## src/rtl/gen_read_logic.sv

```systemverilog
// Capture-buffer readout: sweeps the capture RAM and streams words out through a credit-managed FIFO.
// Optional RD_RANGE_EN adds rf_rd_base/rf_rd_len to read a wrapped sub-range instead of the full frame.
module gen_read_logic #(
  parameter int AW      = 15,
  parameter int DW      = 32,
  parameter int MEM_LAT = 1,
  parameter int FIFO_D  = 4
) (
  input  logic          clk,
  input  logic          rst,
  input  logic          rf_capture_start,
  input  logic          wr_done,
  input  logic          rf_read_start,
`ifdef RD_RANGE_EN
  input  logic [AW-1:0] rf_rd_base,
  input  logic [AW-1:0] rf_rd_len,
`endif
  output logic          mem_rd_en,
  output logic [AW-1:0] raddr,
  input  logic [DW-1:0] mem_rdata,
  output logic [DW-1:0] rd_data,
  output logic          rd_valid,
  input  logic          rd_ready,
  output logic          rd_last,
  output logic          rd_busy,
  output logic          rd_done,
  output logic          rd_start_err
);
  localparam int PW = $clog2(FIFO_D);
  localparam int CW = PW + 1;

  typedef enum logic [1:0] {IDLE, READ, DRAIN, DONE} state_t;
  state_t state, state_nxt;

  logic              start_req, start_ok, start_bad;
  logic [AW-1:0]     start_base, len_q, cnt;
  logic              issue_last, credit_ok, push, pop;
  logic [MEM_LAT-1:0] tag_vld_p, tag_last_p;
  logic [CW-1:0]     inflight, fifo_count;
  logic [CW:0]       occ;
  logic [PW-1:0]     wptr, rptr;
  logic [DW-1:0]     fifo_data [FIFO_D];
  logic              fifo_last [FIFO_D];

  assign start_req = rf_read_start & ~rf_capture_start & ((state == IDLE) | (state == DONE));
  assign start_ok  = start_req & wr_done;
  assign start_bad = start_req & ~wr_done;

`ifdef RD_RANGE_EN
  // Length is latched at the accepted start; the base only seeds raddr.
  always_ff @(posedge clk or posedge rst) begin
    if (rst)           len_q <= '0;
    else if (start_ok) len_q <= rf_rd_len;
  end
  assign start_base = rf_rd_base;
`else
  assign len_q      = '1;
  assign start_base = '0;
`endif

  always_comb begin
    inflight = '0;
    for (int i = 0; i < MEM_LAT; i++) inflight = inflight + CW'(tag_vld_p[i]);
  end

  assign occ        = {1'b0, fifo_count} + {1'b0, inflight};
  assign credit_ok  = occ < (CW+1)'(FIFO_D);
  assign issue_last = (cnt == len_q);
  assign mem_rd_en  = (state == READ) & credit_ok;
  assign rd_busy    = (state == READ) | (state == DRAIN);

  always_ff @(posedge clk or posedge rst) begin
    if (rst) state <= IDLE;
    else     state <= state_nxt;
  end

  always_comb begin
    state_nxt = state;
    case (state)
      IDLE, DONE: if (start_ok) state_nxt = READ;
      READ:       if (mem_rd_en & issue_last) state_nxt = DRAIN;
      DRAIN:      if ((fifo_count == '0) & (inflight == '0)) state_nxt = DONE;
      default:    state_nxt = IDLE;
    endcase
    if (rf_capture_start) state_nxt = IDLE;
  end

  always_ff @(posedge clk or posedge rst) begin
    if (rst) begin
      raddr <= '0;
      cnt   <= '0;
    end else if (start_ok) begin
      raddr <= start_base;
      cnt   <= '0;
    end else if (mem_rd_en) begin
      raddr <= raddr + 1'b1;
      cnt   <= cnt + 1'b1;
    end
  end

  // Stage p0..pN: issue tags ride alongside the RAM latency
  always_ff @(posedge clk or posedge rst) begin
    if (rst) begin
      tag_vld_p  <= '0;
      tag_last_p <= '0;
    end else if (rf_capture_start) begin
      tag_vld_p  <= '0;
      tag_last_p <= '0;
    end else begin
      tag_vld_p[0]  <= mem_rd_en;
      tag_last_p[0] <= mem_rd_en & issue_last;
      for (int i = 1; i < MEM_LAT; i++) begin
        tag_vld_p[i]  <= tag_vld_p[i-1];
        tag_last_p[i] <= tag_last_p[i-1];
      end
    end
  end

  // Output FIFO stage
  assign push = tag_vld_p[MEM_LAT-1];
  assign pop  = rd_valid & rd_ready;

  always_ff @(posedge clk) begin
    if (push) begin
      fifo_data[wptr] <= mem_rdata;
      fifo_last[wptr] <= tag_last_p[MEM_LAT-1];
    end
  end

  always_ff @(posedge clk or posedge rst) begin
    if (rst) begin
      wptr       <= '0;
      rptr       <= '0;
      fifo_count <= '0;
    end else if (rf_capture_start) begin
      wptr       <= '0;
      rptr       <= '0;
      fifo_count <= '0;
    end else begin
      if (push) wptr <= wptr + 1'b1;
      if (pop)  rptr <= rptr + 1'b1;
      if (push & ~pop)      fifo_count <= fifo_count + 1'b1;
      else if (~push & pop) fifo_count <= fifo_count - 1'b1;
    end
  end

  assign rd_valid = (fifo_count != '0);
  assign rd_data  = rd_valid ? fifo_data[rptr] : '0;
  assign rd_last  = rd_valid & fifo_last[rptr];

  always_ff @(posedge clk or posedge rst) begin
    if (rst) begin
      rd_done      <= 1'b0;
      rd_start_err <= 1'b0;
    end else begin
      rd_start_err <= start_bad;
      if (rf_capture_start | start_ok) rd_done <= 1'b0;
      else if (pop & rd_last)          rd_done <= 1'b1;
    end
  end
endmodule

```

## config.mk

```make
export PLATFORM = sky130hd
export DESIGN_NAME = gen_read_logic
export DESIGN_NICKNAME = d
export VERILOG_FILES = /design/src/rtl/gen_read_logic.sv
export SDC_FILE = /design/constraint.sdc
export NUM_CORES = 1
export LEC_CHECK = 0
export ABC_AREA = 1
export BUFFER_PORTS_ARGS = -buffer_cell sky130_fd_sc_hd__buf_2
export CORE_ASPECT_RATIO = 0.8
export CORE_MARGIN = 10
export CORE_UTILIZATION = 46
export CTS_BUF_LIST = sky130_fd_sc_hd__clkbuf_8 sky130_fd_sc_hd__clkbuf_16
export CTS_CLUSTER_SIZE = 20
export DETAILED_ROUTE_END_ITERATION = 16
export PLACE_DENSITY = 0.74
export SYNTH_ARGS = -nofsm -noshare
export SYNTH_HDL_FRONTEND = slang
export SYNTH_SLANG_ARGS = --single-unit
```

## constraint.sdc

```tcl
create_clock -name clk -period 1.9 [get_ports clk]
set_input_delay 0.285 -clock clk [delete_from_list [all_inputs] [get_ports clk]]
set_output_delay 0.285 -clock clk [all_outputs]
set_load 0.02 [all_outputs]
```

# Yosys cells after proc, flatten, opt, wreduce, memory -nomap -nowiden

Memory sizes are Yosys's and may differ from the RTL's.
Index checks and enable logic that the tools add are counted.

Bits in registers: 43
Memories kept: 2
Word-level logic and storage cells: 80
Memory bits (writable): 132
ROM bits: 0
Latch bits: 0
Input port bits: 38

Memories:

| name      | words | bits a word | read ports | clocked after Yosys merged registers in | write ports | RTL line | text |
|---|---|---|---|---|---|---|---|
| fifo_data | 4     | 32          | 1          | 0                                       | 1           | 42       | `logic [DW-1:0] fifo_data [FIFO_D];` |
| fifo_last | 4     | 1           | 1          | 0                                       | 1           | 43       | `logic fifo_last [FIFO_D];` |

Equal/unequal tests: 7
Order comparisons: 1
Shift operators: 0
Multiplexer cells: 23
Bitwise gates (word level): 19
Add/sub/neg operators: 7
Divide/modulo/power cells: 0
Multipliers: 0
Reduce and logical (&&, ||, !) cells: 11

Operators with widths:

| kind                  | count |
|---|---|
| $mux 15               | 4 |
| $mux 32               | 1 |
| $add 15x1->15 const B | 2 |
| $mux 2                | 8 |
| $eq 15x15->1 const B  | 1 |
| $and 1x1->1           | 12 |
| $mux 3                | 3 |
| $reduce_bool 2->1     | 4 |
| $logic_not 3->1       | 2 |
| $mux 1                | 6 |
| $ne 3x2->1 const B    | 2 |
| $pmux 2 s3            | 1 |
| $reduce_bool 3->1     | 2 |
| $add 2x1->2 const B   | 2 |
| $add 3x1->4           | 1 |
| $eq 2x2->1 const B    | 2 |
| $lt 4x3->1 const B    | 1 |
| $not 1->1             | 4 |
| $add 3x1->3 const B   | 1 |
| $ne 3x3->1 const B    | 1 |
| $or 1x1->1            | 3 |
| $reduce_and 3->1      | 1 |
| $sub 3x1->3 const B   | 1 |
| $eq 2x1->1 const B    | 1 |
| 2 further kinds       | 2 |

# Depth between registers and ports, before layout

Gate-level depths: netlist of run 1.

Word-level depth: 7
Gate-level depth with buffers: 12
Mapped depth without buffers: 11

# Worst setup path before layout of run 1

No wires, ideal clock.

Path kind: register -> register
From: register fifo_count[0]
To: register fifo_count[2]
Data required time: 1.773 ns
Arrival time: 1.682 ns
Stages on the path, launching flop included: 11
Setup time: 0.127 ns
Slack: 0.092 ns
Cell sequence: dfrtp_1 > inv_1 > nand3_2 > nand2_2 > nand2_1 > inv_1 > fa_1 > xnor2_1 > o21bai_1 > nand3_1 > o21ai_0

Longest elaborated chain between the ends: 6
Elaborated cells between the ends (all ways): 11
Those cells by class: 2 x add/sub; 3 x mux; 4 x bitwise; 2 x reduce/logical

RTL lines:

| element                  | RTL line | text |
|---|---|---|
| start: declaration       | 39       | `logic [CW-1:0] inflight, fifo_count;` |
| start signal: assignment | 142      | `if (push & ~pop) fifo_count <= fifo_count + 1'b1;` |
| start signal: assignment | 143      | `else if (~push & pop) fifo_count <= fifo_count - 1'b1;` |
| $reduce_bool 3->1 *      | 147      | `assign rd_valid = (fifo_count != '0);` |
| via rd_valid             | 22       | `output logic rd_valid,` |
| $and 1x1->1 *            | 121      | `assign pop = rd_valid & rd_ready;` |
| $not 1->1                | 142      |  |
| $and 1x1->1              | 142      |  |
| $mux 3                   | 142      |  |
| $mux 3                   | 135      | `end else if (rf_capture_start) begin` |

Mark *: on every way through the listed nets, which the timed path passes. The rest lies on a longest branch. The select of a mux whose other input is x is not followed.
A chain may end at the register's enable or synchronous reset.

# Final worst setup path of run 1

From: register rptr[0]
To: output port rd_data[5]

Longest elaborated chain between the ends: 2

RTL lines:

| element                  | RTL line | text |
|---|---|---|
| start: declaration       | 41       | `logic [PW-1:0] wptr, rptr;` |
| start signal: assignment | 141      | `if (pop) rptr <= rptr + 1'b1;` |
| $mem_v2 4x32             | -        |  |
| $mux 32                  | 148      | `assign rd_data = rd_valid ? fifo_data[rptr] : '0;` |
| end: declaration         | 21       | `output logic [DW-1:0] rd_data,` |

No other way between the ends.

==> Implementation_results.wiki, run 1 <==
{| class="wikitable"
! Metric !! Value
|-
| First drt pass iteration count || 5
|-
| Number of nets at the end of the flow || roughly 900
|-
| Vias per cell || 5.25
|-
| Combinational share of power || around 38%
|-
| Initial drt markers || 479
|-
| Measured slew at the worst slew-check pin || approximately 0.44 ns
|-
| Endpoint of the worst hold path || rd_start_err
|-
| Path class of the lowest-slack min-delay path || input pin to flip-flop
|-
| LEAKAGE || 0.00404 uW
|-
| CP startpoint kind || flip-flop
|-
| R2R setup slack || between 0.15 and 0.2 ns
|-
| Total Die Area || between 20,000 and 25,000 sq um
|-
| Worst setup timing slack at the placement stage || between 0.1 and 0.15 ns
|-
| Root buf cell || clkbuf_16
|-
| Most frequent cells in the layout || 137 x nor2_1, 132 x edfxtp_1, 94 x nand2_1, 56 x buf_2, 52 x o21ai_1
|-
| Register area share after synthesis || between 60% and 70%
|-
| Critical Path AT || 1.82 ns
|-
| Met2 Track Usage GR || between 20% and 30%
|-
| Total of warnings raised by yosys || 0
|-
| Setup repair after global routing missed its margin || true
|-
| RD Place Congestion || just over 0.8
|-
| Min cycle time layout || about 2.1 ns
|-
| Antenna violation net count after detailed routing || 0
|-
| Combined area of all synthesized cells || ~7700 sq um
|-
| Inserted Clock Buffers || 17
|-
| Reg-to-reg startpoint || fifo_count[1]
|-
| Area of combinational cells with multiple inputs || between 2000 and 3000 sq um
|-
| Maximum number of buffers from clock root to sink || 2
|-
| Total of flip-flops plus latches after synthesis || about 180
|-
| Maximum operating frequency || around 0.48 GHz
|-
| Share of the clock period used by the worst path || 111%
|-
| Cell repeated most along the worst path || buf_12
|-
| Dominant delay contributor by cell family on the critical path || buffers and inverters
|-
| HPWL after detailed placement || around 11 mm
|-
| Highest net fanout along the worst path || 6
|-
| Final worst setup slack || -0.202 ns
|-
| Crit-path slowest cell || dfrtp_2
|-
| Hold-critical path depth || 2
|-
| Part of the power in the clock network || 26.9%
|-
| Syn_nets || just under 800
|-
| Result of the run || finished, violations left
|-
| Most utilized layer in the global route result || met2
|-
| Maximum vdd ir drop || ~0.82 mV
|-
| Seq pwr share || a little over a third
|-
| # clock sinks || about 180
|-
| Proportion of layout cells with a drive suffix above 1 || 30.2%
|-
| Max Transition Viols Final || 0
|-
| Switching power as a share of total power || approximately 36%
|-
| Worst Reg2Reg Path Length in Cells || 10
|-
| Total core area || 16,600 sq um
|-
| IO Port Bufs || 90
|-
| Final Hold Slack || between 0.04 and 0.05 ns
|-
| Count of H-tree levels built during CTS || 4
|-
| Combined global-route utilization of all metal layers || between 10% and 20%
|-
| Clock tree skew after final layout || around 0.011 ns
|-
| CP Launch Point || rptr[0]
|-
| Floorplan die height || about 140 um
|-
| Cell-internal power || 8600 uW
|-
| TritonCTS clock tree || built
|-
| I/O pins || 91
|-
| Kind of end point of the critical path || output pin
|-
| Aggregate negative setup slack || -3.51 ns
|-
| Final setup vio count || 33
|-
| Total number of placement rows || 42
|-
| Hold_sp || wr_done
|-
| Violations in the final reports || negative setup slack
|-
| Clock Latency Late Sink || about 0.44 ns
|-
| GR Overflow Total || 0
|-
| First-pass GRT wire length || 28.7 mm
|-
| Net switching power figure || between 4000 and 5000 uW
|-
| Max-Slew Margin vs Limit || 70.3%
|-
| Pin count of the biggest net entering global routing || 33
|-
| Number of hold-slack violations in the final timing report || 0
|-
| Area delta synth->final || 29.7%
|-
| Post-Route WL || between 15 and 20 mm
|-
| Antenna violations before repair || 1
|-
| GR Util met3 || 4.84%
|-
| Initial core utilization || around 47%
|-
| Type of the worst setup path || flip-flop to output pin
|-
| Global Route met1 Usage || 21.0%
|-
| Yosys cell types || 40
|-
| Clock slew at reported path FFs || around 0.070 ns
|-
| Area used by sequential logic in the layout || 5040 sq um
|-
| Via count || a little under 6k
|-
| Power Dens Cells || 1340 nW/um^2
|-
| Sequence of cells on the critical path || buf_12 > buf_12 > clkbuf_16 > nor2_2 > nor2_1 > o21ai_1 > a21oi_2 > buf_4
|-
| Total buffers and inverters traversed by the critical path || 4
|-
| Largest incremental delay on the critical path || around 0.41 ns
|-
| Die boundary width || 165 um
|-
| FILL cells || 1,258
|-
| Most common cell after layout, fill and taps aside || nor2_1
|-
| Final instance area || approximately 10,000 sq um
|-
| Mean post-synth cell area || about 11 sq um
|-
| Via count of the first global-routing pass || about 5.7k
|-
| Final routed DRC violation total || 0
|-
| Post-detailed-placement cell area || 8540 sq um
|-
| Worst R2R End || fifo_count[2]
|-
| CP required || about 1.6 ns
|-
| Routed length per instance || 17.3 um
|-
| Count of maximum capacitance violations || 0
|-
| Number of instances in the synthesized netlist || about 730
|}
[power groups by stage]
| stage | Clock [uW] | Sequential (uW) | Combinational, uW |
|---|---|---|---|
| after floorplan | 0 | 4800 | 2420 |
| after global routing | 3830 | 4780 | 5480 |
| after global placement | 0 | 4780 | 3620 |
| final | 3600 | 4750 | 5070 |
| after detailed placement | 0 | 4790 | 3660 |
| after CTS | 3650 | 4720 | 4460 |
[worst max path at each step]
stage / endpoint / slack [ns] / depth (start not counted)
final: rd_data[5] / -0.20 / 8
after global routing: rd_data[28] / -0.27 / 8
after CTS: rd_data[11] / -0.16 / 8
after detailed placement: fifo_count[2] / 0.12 / 10
after global placement: fifo_count[2] / 0.16 / 10
after floorplan: fifo_count[2] / 0.09 / 10
[area by class of cell]
class                           instances  area share, %
Clock buffer                           17           4.24
Sequential cell                       175           50.2
Clock inverter                         15           1.96
Timing Repair inverter                  1         0.0748
Multi-Input combinational cell        476           25.5
Antenna cell                            1         0.0249
Tap cell                              220           2.74
Timing Repair Buffer                  143           13.1
Inverter                               50           2.16
[flip-flops by register name, indices dropped and copies added (netlist names), 2 cells and up]
signal      flops
wptr            2
cnt            15
rptr            2
fifo_data     128
fifo_last       4
state           2
fifo_count      3
raddr          15
[synth_stat cells (all sizes together)]
cell type / instances / area [sq um]
nor2: 176 / 683
edfxtp: 132 / 3960
nand2: 99 / 399
o21ai: 81 / 413
a21oi: 51 / 263
inv: 50 / 195
dfrtp: 43 / 1080
nand3: 25 / 158
buf: 21 / 150
nand4: 12 / 90.1
clkbuf: 11 / 43.8
ha: 9 / 113
nor3: 9 / 60.1
o21bai: 4 / 33.8
and3: 2 / 12.5
nor3b: 2 / 25.0
xor2: 2 / 17.5
a211oi: 1 / 7.51
fa: 1 / 20.0
o31ai: 1 / 7.51
xnor2: 1 / 8.76
[layer usage]
metal | routed length (um) | part of all wire (%)
met5 | 0 | 0
met4 | 237 | 1.2
met3 | 1330 | 7.0
met2 | 9420 | 49
met1 | 8040 | 42
[logic make-up after synthesis]
kind of cell / share of synthesized area (%)
XOR/XNOR: 0.340
buffers and inverters: 5.03
adder cells (fa/ha/maj): 1.71
AO/OA/AOI/OAI: 9.36
AND/OR/NAND/NOR: 18.4
flip-flops: 65.1
[per-stage QoR]
| step | util (%) | std cells | total power [uW] |
|---|---|---|---|
| after floorplan | - | 733 | 7230 |
| after global placement | 51.6 | 1037 | 8400 |
| after detailed placement | 51.6 | 1037 | 8450 |
| after CTS | 58.0 | 1080 | 12800 |
| after global routing | 60.6 | 1097 | 14100 |
| final | 60.7 | 1098 | 13400 |
[timing repair]
| item | CTS | global route |
|---|---|---|
| setup endpoints to repair | 34 | 44 |
| hold buffers | 1 | 0 |
| gates cloned | 5 | 6 |
| resized for setup | 106 | 86 |
| endpoints found under the hold margin | 15 | 0 |
| setup buffers | 5 | 12 |
| pin swaps | 15 | 29 |
(Power assumes the default switching activity.)
==> inputs of run 2 (changes only) <==
Settings changed: ABC_AREA 1 to 0, PLACE_DENSITY 0.74 to 0.75.
==> run 2 against run 1 <==
Against the previous run: the run still ends with negative setup slack left; clock power shrank 5%; sequential share of layout area grew 3.0 points; register-to-register slack lost 0.12 ns; critical path depth shrank 3; fmax shrank 3.8%.
==> Implementation_results.wiki, run 2 <==
{| class="wikitable"
! Metric !! Value
|-
| Reg with most FFs || fifo_data
|-
| Placed Cells incl. Taps || 774 (-25%)
|-
| # clock sinks || 175 (unchanged)
|-
| Combinational share of power || 39.5% (+1.7 points)
|-
| Total of warnings raised by yosys || 0 (unchanged)
|-
| Share of the synthesized area in the top cell type || 54.1% (+2.9 points)
|-
| Power Dens Cells || 1400 nW/um^2 (+4.8%)
|-
| Leading cell types by count after synthesis || 132 x edfxtp_1, 43 x dfrtp_1, 42 x and2_1
|-
| Dominant cell by count in the synthesized netlist || edfxtp_1
|-
| LEAKAGE || 0.00356 uW (-12%)
|-
| I/O pins || 91 (unchanged)
|-
| Met2 Track Usage GR || 24.6% (-1.1 points)
|-
| IO Port Bufs || 90 (unchanged)
|-
| Clock tree skew after final layout || 0.00842 ns (-0.00263 ns)
|-
| Number of hold-slack violations in the final timing report || 0 (unchanged)
|-
| Final setup vio count || 33 (unchanged)
|-
| Total buffers and inverters traversed by the critical path || 3 (-1)
|-
| Area delta synth->final || 29.6% (about the same)
|-
| Most common cell after layout, fill and taps aside || edfxtp_1
|-
| Final Hold Slack || 0.0350 ns (-0.0119 ns)
|-
| CP required || 1.62 ns (about the same)
|-
| Share of the clock period used by the worst path || 115% (+4.4 points)
|-
| RD Place Congestion || 0.806 (-3.0%)
|-
| Number of instances in the synthesized netlist || 458 (-38%)
|-
| Cell-internal power || 9050 uW (+5.2%)
|-
| Seq pwr share || 34.7% (-0.7 points)
|-
| Crit-path slowest cell || mux4_2
|-
| Floorplan die height || 133 um (-2.3%)
|-
| Part of the power in the clock network || 25.7% (-1.2 points)
|-
| Initial core utilization || 46.6% (-0.12 points)
|-
| Syn_nets || 506 (-35%)
|-
| Antenna violations before repair || 0 (-1)
|-
| Die boundary width || 161 um (-2.4%)
|-
| Clock slew at reported path FFs || 0.07 ns (about the same)
|-
| CP startpoint kind || flip-flop
|-
| Max-Slew Margin vs Limit || 63.4% (-6.9 points)
|-
| First drt pass iteration count || 4 (-1)
|-
| Aggregate negative setup slack || -8.71 ns (-5.19 ns)
|-
| Max FFs per register || 128 (unchanged)
|-
| Total of flip-flops plus latches after synthesis || 175 (unchanged)
|-
| TritonCTS clock tree || built
|-
| Critical Path AT || 1.90 ns (+0.08 ns)
|-
| First-pass GRT wire length || 24.4 mm (-15%)
|-
| Final routed DRC violation total || 0 (unchanged)
|-
| Count of maximum capacitance violations || 0 (unchanged)
|-
| HPWL after detailed placement || 9.92 mm (-9.7%)
|-
| Global Route met1 Usage || 17.1% (-3.9 points)
|-
| Total number of placement rows || 41 (-2.4%)
|-
| Highest net fanout along the worst path || 7 (+1)
|-
| Sum of internal, switching and leakage power || 13,300 uW (-0.98%)
|-
| Violations in the final reports || negative setup slack
|-
| Initial drt markers || 315 (-34%)
|-
| Setup repair after global routing missed its margin || true
|-
| Number of antenna diodes || 0 (-1)
|-
| Maximum number of buffers from clock root to sink || 2 (unchanged)
|-
| Kind of end point of the critical path || output pin
|-
| Via count || 4,369 (-24%)
|-
| Net switching power figure || 4240 uW (-12%)
|-
| Largest incremental delay on the critical path || 0.49 ns (+0.08 ns)
|-
| Min cycle time layout || 2.19 ns (+0.0827 ns)
|-
| Proportion of layout cells with a drive suffix above 1 || 43.5% (+13 points)
|-
| Register area share after synthesis || 68.8% (+3.7 points)
|-
| Most utilized layer in the global route result || met2
|-
| Post-detailed-placement cell area || 8340 sq um (-2.4%)
|-
| Combined area of all synthesized cells || 7320 sq um (-5.4%)
|-
| Via count of the first global-routing pass || 4,592 (-19%)
|-
| Top post-synthesis cells by area || edfxtp_1 54%, dfrtp_1 15%, mux4_2 10%, and2_1 3.6%, ha_1 1.5%
|-
| Asr flop ratio synth || 24.6% (unchanged)
|-
| Biggest regs || fifo_data (128), cnt (15), raddr (15)
|-
| Type of the worst setup path || flip-flop to output pin
|-
| Antenna violation net count after detailed routing || 0 (unchanged)
|-
| Total core area || 15,700 sq um (-5.2%)
|-
| Maximum vdd ir drop || 0.717 mV (-13%)
|-
| Dominant delay contributor by cell family on the critical path || multiplexers
|-
| Sequence of cells on the critical path || buf_12 > buf_12 > mux4_2 > and2_4 > buf_6
|-
| Max Transition Viols Final || 0 (unchanged)
|-
| Most frequent cells in the layout || 132 x edfxtp_1, 54 x buf_2, 38 x dfrtp_1, 38 x buf_6
|-
| Root buf cell || clkbuf_16
|-
| Filler-free cell count of the finished design || 820 (-25%)
|-
| Vias per cell || 5.33 (+1.4%)
|-
| Combined global-route utilization of all metal layers || 14.4% (-1.9 points)
|-
| Cell repeated most along the worst path || buf_12
|-
| Path class of the lowest-slack min-delay path || input pin to flip-flop
|-
| Synth area leader || edfxtp_1
|-
| Pin count of the biggest net entering global routing || 44 (+33%)
|-
| Switching power as a share of total power || 31.9% (-4.0 points)
|-
| Measured slew at the worst slew-check pin || 0.549 ns (+0.105 ns)
|-
| GR Overflow Total || 0 (unchanged)
|-
| Mean post-synth cell area || 16.0 sq um (+51%)
|-
| Routed length per instance || 18.3 um (+5.8%)
|-
| Most frequently used flop master after synthesis || edfxtp_1
|-
| GR Util met3 || 3.53% (-1.3 points)
|-
| Final instance area || 9490 sq um (-5.5%)
|-
| Count of H-tree levels built during CTS || 4 (unchanged)
|-
| Total Die Area || 21,400 sq um (-4.7%)
|-
| Inserted Clock Buffers || 17 (unchanged)
|-
| Clock Latency Late Sink || 0.43 ns (about the same)
|-
| Number of nets at the end of the flow || 640 (-30%)
|-
| Yosys cell types || 38 (-5.0%)
|-
| Final worst setup slack || -0.285 ns (-0.0827 ns)
|-
| Number of enable-type register cells in the synthesized netlist || 132 (unchanged)
|-
| Maximum operating frequency || 0.458 GHz (-3.8%)
|-
| Post-Route WL || 15.0 mm (-21%)
|-
| Result of the run || finished, violations left
|}
## run 2: final timing paths
path,start,end,slack [ns],depth (start not counted)
worst max-delay path,rptr[0],rd_data[12],-0.29,5
worst min-delay path,wr_done,rd_start_err,0.04,2
worst max register to register,state[1],raddr[11],0.05,6
worst min register to register,tag_last_p,fifo_last[3],0.52,0
max in group asynchronous,rst,rptr[0],0.95,4
min in group asynchronous,rst,raddr[10],0.54,4
## run 2: worst register-to-register path, cell delays in order, from the launching register on
cell and delay (ns):
dfrtp_1 0.40, inv_2 0.09, ha_4 0.16, nand2b_4 0.09, or3_4 0.43, or4_1 0.48, a21oi_1 0.15
## run 2: layout make-up
class,instances,area [sq um]
Inverter,11,41.3
Fill cell,1166,6210
Clock inverter,15,168
Tap cell,215,269
Clock buffer,17,425
Multi-Input combinational cell,249,2310
Sequential cell,175,5050
Timing Repair Buffer,138,1230
## run 2: cells by family after synthesis
logic type,count (synthesis),share of synthesized area (%)
xor gates and xnor gates,20,2.39
buffers and inverters,34,1.95
adders and majority gates,10,1.81
AOI/OAI and AO/OA,32,2.62
and+or+nand+nor,148,11.4
DFF,175,68.8
muxes,39,11.0
## run 2: repair_timing
action                                  4_1_cts  5_1_grt
resized for setup                            89       45
pin swaps                                    16       15
hold endpoints to repair                     43        0
hold buffers                                  1        0
endpoints found under the setup margin       38       43
buffers inserted                              7        7
cloned                                        2        0
## run 2: power by group through the flow
stage | clock [uW] | sequential, uW | combinational [uW]
2_1_floorplan | 0 | 4700 | 2450
3_3_place_gp | 0 | 4700 | 3750
3_5_place_dp | 0 | 4730 | 3830
4_1_cts | 3490 | 4620 | 5000
5_1_grt | 3660 | 4650 | 5610
6_report | 3420 | 4610 | 5250
## run 2: routing by layer
layer  vias up  share of wire [%]  wire (um)
met4         0                1.5        220
met5         -                  0          0
met3        13                4.7        707
li1       2011                  -          -
met1      2242                 40       6090
met2       103                 53       8020
## run 2: through the flow
| stage | utilization [%] | setup WS (ns) |
|---|---|---|
| after global placement | 53.1 | 0.0654 |
| after floorplan | - | -0.0641 |
| after CTS | 59.5 | -0.367 |
| after detailed placement | 53.1 | 0.00219 |
| after global routing | 60.5 | -0.357 |
| final | 60.5 | -0.285 |
